File: config.mk
export PLATFORM = sky130hd
export DESIGN_NAME = mem_req_ctrl
export DESIGN_NICKNAME = d
export VERILOG_FILES = /design/src/rtl/mem_req_ctrl.sv
export SDC_FILE = /design/constraint.sdc
export NUM_CORES = 1
export LEC_CHECK = 0
export CORE_ASPECT_RATIO = 0.8
export CORE_MARGIN = 10
export CORE_UTILIZATION = 40
export CTS_CLUSTER_SIZE = 10
export DETAILED_ROUTE_END_ITERATION = 7
export GPL_TIMING_DRIVEN = 1
export PLACE_DENSITY = 0.77
export SETUP_SLACK_MARGIN = 0.15
export SYNTH_ARGS = -nofsm -noshare
export SYNTH_HDL_FRONTEND = slang
export SYNTH_SLANG_ARGS = --single-unit
export TNS_END_PERCENT = 50
File: constraint.sdc
create_clock -name clk -period 2.2 [get_ports clk]
set_input_delay 0.66 -clock clk [delete_from_list [all_inputs] [get_ports clk]]
set_output_delay 0.66 -clock clk [all_outputs]
set_load 0.02 [all_outputs]
File: src/rtl/mem_req_ctrl.sv
// Memory-stage request controller: turns a load/store held in the memory stage into a
// single SRAM-like transaction and handles pipeline flushes around the outstanding access.
module mem_req_ctrl (
  input  logic        clk,
  input  logic        reset,
  input  logic        ms_valid,
  input  logic        ms_load,
  input  logic        ms_store,
  input  logic        ms_ex,
  input  logic [3:0]  ms_lsV,
  input  logic [31:0] ms_addr,
  input  logic [31:0] ms_wdata,
  input  logic        refresh,
  input  logic        out_allow,
  output logic        data_req,
  output logic        data_wr,
  output logic [1:0]  data_size,
  output logic [31:0] data_addr,
  output logic [31:0] data_wdata,
  input  logic        data_addr_ok,
  input  logic        data_data_ok,
  input  logic [31:0] data_rdata,
  output logic        ec_data_ok,
  output logic [31:0] ec_data_rdata,
  output logic        stall_req
);

  typedef enum logic [2:0] {IDLE, REQ, WAIT, DONE, DISCARD} state_t;

  state_t     state;
  logic       flush_seen;
  logic       lsv_legal;
  logic [1:0] lsv_size;
  logic       start;

  // Only naturally aligned byte, half and word enables map onto an access size.
  always_comb begin
    lsv_legal = 1'b0;
    lsv_size  = 2'd0;
    case (ms_lsV)
      4'b0001, 4'b0010, 4'b0100, 4'b1000: begin
        lsv_legal = 1'b1;
        lsv_size  = 2'd0;
      end
      4'b0011, 4'b1100: begin
        lsv_legal = 1'b1;
        lsv_size  = 2'd1;
      end
      4'b1111: begin
        lsv_legal = 1'b1;
        lsv_size  = 2'd2;
      end
      default: begin
        lsv_legal = 1'b0;
        lsv_size  = 2'd0;
      end
    endcase
  end

  assign start = (state == IDLE) & ms_valid & (ms_load | ms_store) & ~ms_ex & lsv_legal & ~refresh;

  assign stall_req = start | (state == REQ) | (state == WAIT) | (state == DISCARD);

  // A flush cannot withdraw a request already on the bus, so it is remembered until
  // addr_ok and the accepted transaction is then drained and dropped.
  always_ff @(posedge clk) begin
    if (reset) begin
      state         <= IDLE;
      flush_seen    <= 1'b0;
      data_req      <= 1'b0;
      data_wr       <= 1'b0;
      data_size     <= 2'd0;
      data_addr     <= 32'd0;
      data_wdata    <= 32'd0;
      ec_data_ok    <= 1'b0;
      ec_data_rdata <= 32'd0;
    end else begin
      case (state)
        IDLE: begin
          if (start) begin
            state      <= REQ;
            flush_seen <= 1'b0;
            data_req   <= 1'b1;
            data_wr    <= ms_store;
            data_size  <= lsv_size;
            data_addr  <= ms_addr;
            data_wdata <= ms_wdata;
          end
        end
        REQ: begin
          if (refresh) flush_seen <= 1'b1;
          if (data_addr_ok) begin
            data_req   <= 1'b0;
            flush_seen <= 1'b0;
            state      <= (refresh | flush_seen) ? DISCARD : WAIT;
          end
        end
        WAIT: begin
          if (refresh) begin
            state <= data_data_ok ? IDLE : DISCARD;
          end else if (data_data_ok) begin
            state         <= DONE;
            ec_data_ok    <= 1'b1;
            ec_data_rdata <= data_wr ? 32'd0 : data_rdata;
          end
        end
        DISCARD: begin
          if (data_data_ok) state <= IDLE;
        end
        DONE: begin
          if (out_allow | refresh) begin
            state      <= IDLE;
            ec_data_ok <= 1'b0;
          end
        end
        default: state <= IDLE;
      endcase
    end
  end

endmodule

==> impl_metrics.env <==
export IMPL_fin_ws_ns=-0.02565
export IMPL_cp_required_ns=1.54
export IMPL_finalCriticalPeriod_ns=2.226
export IMPL_synth_nets=596
export IMPL_multi_input_area_mm2=0.002029
export IMPL_crit_path_start_kind="input port"
export IMPL_grtUsageMet2=0.3017
export IMPL_fill_cells=856
export IMPL_gp_congestion=0.8180
export IMPL_clock_latency_ns=0.34
export IMPL_antenna_found_initial=0
export IMPL_fp_dieArea_mm2=0.01530
export IMPL_portBuffers=211
export IMPL_cts_tree="done"
export IMPL_clkSlewWorstSetupHoldPaths_ns=0.06
export IMPL_async_flop_share=0
export IMPL_cts_sinks=105
export IMPL_via_per_inst=4.890
export IMPL_max_freq_mhz=449.3
export IMPL_cts_made_buffers=9
export IMPL_synthTopCellsByArea="dfxtp_1, mux2i_1, nand2_1, nand3b_1, a21oi_1"
export IMPL_syn_avg_cell_area_um2=8.833
export IMPL_syn_area_mm2=0.004293
export IMPL_crit_type="in -> out"
export IMPL_pre_cts_slack_ns=-0.9314
export IMPL_grtUsageMet3=0.08066
export IMPL_p_clk_frac=0.381
export IMPL_drive_above_1_share=0.08832
export IMPL_syn_inst=486
export IMPL_antennaDiodeCount=0
export IMPL_peakVddDrop_mv=0.3886
export IMPL_antenna_left=0
export IMPL_skew_ns=0.007799
export IMPL_hold_path_class="reg -> reg"
export IMPL_cts_root_buf="clkbuf_16"
export IMPL_intPower_mw=2.991
export IMPL_grt_max_degree=53
export IMPL_yosysWarningCount=0
export IMPL_synth_edff_count=0
export IMPL_rsz0062_at_grt="true"
export IMPL_dpl_cell_area_mm2=0.006709
export IMPL_hold_viol=0
export IMPL_busiest_layer="met2"
export IMPL_core_area_mm2=0.01036
export IMPL_ys_types=37
export IMPL_yosys_most_used_dff="dfxtp_1"
export IMPL_num_vias=4117
export IMPL_violations="negative setup slack"
export IMPL_cts_hold_buf=0
export IMPL_syn_to_final_growth_pct=62.02
export IMPL_fin_crit_sh=1.012
export IMPL_slew_viol_final=0
export IMPL_arrival_ns=1.57
export IMPL_final_seq_area_mm2=0.002102
export IMPL_wl_per_cell_um=16.73
export IMPL_clk_path_buf_depth=2
export IMPL_power_leakage_nw=2.446
export IMPL_seq_power_share=0.499
export IMPL_nNetsFinal=809
export IMPL_p_per_area_mw_per_mm2=558.0
export IMPL_htreeDepth=3
export IMPL_start_util=0.4142
export IMPL_maxSlewHeadroom=0.7184
export IMPL_grt_usage=0.1784
export IMPL_drt_first_pass_iters=4
export IMPL_post_route_util=0.6711
export IMPL_seq_area_frac_synth=0.4897
export IMPL_pwr_share_comb=0.120
export IMPL_swShare=0.2294
export IMPL_finalSetupViolCount=1
export IMPL_r2r_slack_ns=0.38
export IMPL_p_sw_uw=890.4
export IMPL_design_area_mm2=0.006955
export IMPL_fp_dieH_um=112.7
export IMPL_grt_overflow=0
export IMPL_rows=33
export IMPL_grt_use_met1=0.1930
export IMPL_cp_max_fo=2
export IMPL_grt_pass1_wl_um=22070
export IMPL_routed_wl_um=14090
export IMPL_status="finished, violations left"
export IMPL_hpwlAfterDp_um=10860
export IMPL_cp_end_kind="output port"
export IMPL_drv_cap=0
export IMPL_die_w_um=135.8
export IMPL_remaining_drc_errors=0
export IMPL_grt_pass1_vias=4179
export IMPL_drtIter0Drc=242
export IMPL_io_pins=212
export IMPL_synth_seq_cells=105
export IMPL_tightest_slew_ns=0.4224
export IMPL_netlist_area_leader_share=0.4897
export IMPL_synth_top_cell_by_area="dfxtp_1"
cells in the mapped netlist (2+ instances only):
master,n
nand2b_1,2
buf_6,6
nand3_1,2
buf_4,2
mux2i_1,65
nor2b_1,3
nand3b_1,32
nor4_1,2
dfxtp_1,105
a21oi_1,34
buf_1,2
o21ai_0,4
clkbuf_1,28
nand2_1,167
nor2_1,8
nor3_1,3
cell type report:
cell class	count	area share
tap	140	0.02518
timing repair buffer	240	0.3414
multi-input combinational	342	0.2918
inverter	1	0.0007196
clock inverter	4	0.004317
clock buffer	10	0.03436
sequential	105	0.3022
cell usage in the layout, fill, tap and decap left out, types with 2 or more instances in the layout:
cell type and count:
clkinv_2 2, nand2b_1 2, nor4_1 2, dlygate4sd2_1 2, nor3_1 3, a21oi_1 34, nand2_1 166, nand3_1 2
clkbuf_16 9, dfxtp_1 105, buf_12 6, nor2_1 7, clkdlybuf4s50_1 201, buf_6 2, nand3b_1 32, buf_2 6
buf_4 23, mux2i_1 65, nor2b_1 3, o21ai_0 4
metrics by stage:
step / std cells / TNS (ns) / hold WS (ns) / power [mW]
2_1_floorplan: 486 / 0 / 0.5156 / 2.146
3_3_place_gp: 828 / -22.30 / 0.4370 / 2.439
3_5_place_dp: 828 / -26.67 / 0.4424 / 2.450
4_1_cts: 842 / -0.04187 / 0.4511 / 3.929
5_1_grt: 842 / -0.06202 / 0.4724 / 4.047
6_report: 842 / -0.02565 / 0.4502 / 3.881
state kept, by name, summed over array words and instances, names as in the netlist:
name and count:
data_req 1, data_addr 32, data_size 2, ec_data_rdata 32
state 3, data_wdata 32, flush_seen 1, ec_data_ok 1
data_wr 1
kinds of logic after synthesis:
kind of cell           Yosys count  share of synthesized area
multiplexers                    66                     0.1542
buffers and inverters           39                    0.04634
AO/OA/AOI/OAI                   50                    0.07141
flip-flops                     105                     0.4897
AND/OR/NAND/NOR                226                     0.2384
worst max-delay path, stage by stage:
cell and delay (ns):
buf_6 0.10, nor4b_4 0.26, o211ai_2 0.15, a31o_4 0.24, nand2_4 0.05, buf_6 0.11
worst paths after layout:
check               startpoint                end  depth (start not counted)
max                      ms_ex          stall_req                          6
max reg2reg           state[2]     data_wdata[28]                          6
min          ec_data_rdata[17]  ec_data_rdata[17]                          2
min reg2reg  ec_data_rdata[17]  ec_data_rdata[17]                          2
routing by layer:
metal	routed length, µm	vias up
li1	-	2039
met1	5429	1911
met2	7007	147
met3	1346	20
met4	301	0
met5	0	-
timing repair:
item	CTS	global route
hold endpoints to repair	0	0
resized for setup	37	1
endpoints found under the setup margin	67	1
setup buffers	0	0
pin swaps	4	0
power by group through the flow:
stage / clock (mW) / sequential [mW] / combinational [mW]
4_1_cts: 1.53 / 1.94 / 0.468
3_5_place_dp: 0 / 1.98 / 0.471
6_report: 1.48 / 1.94 / 0.466
3_3_place_gp: 0 / 1.98 / 0.461
2_1_floorplan: 0 / 2.00 / 0.143
5_1_grt: 1.61 / 1.94 / 0.500
(Power assumes the default switching activity.)
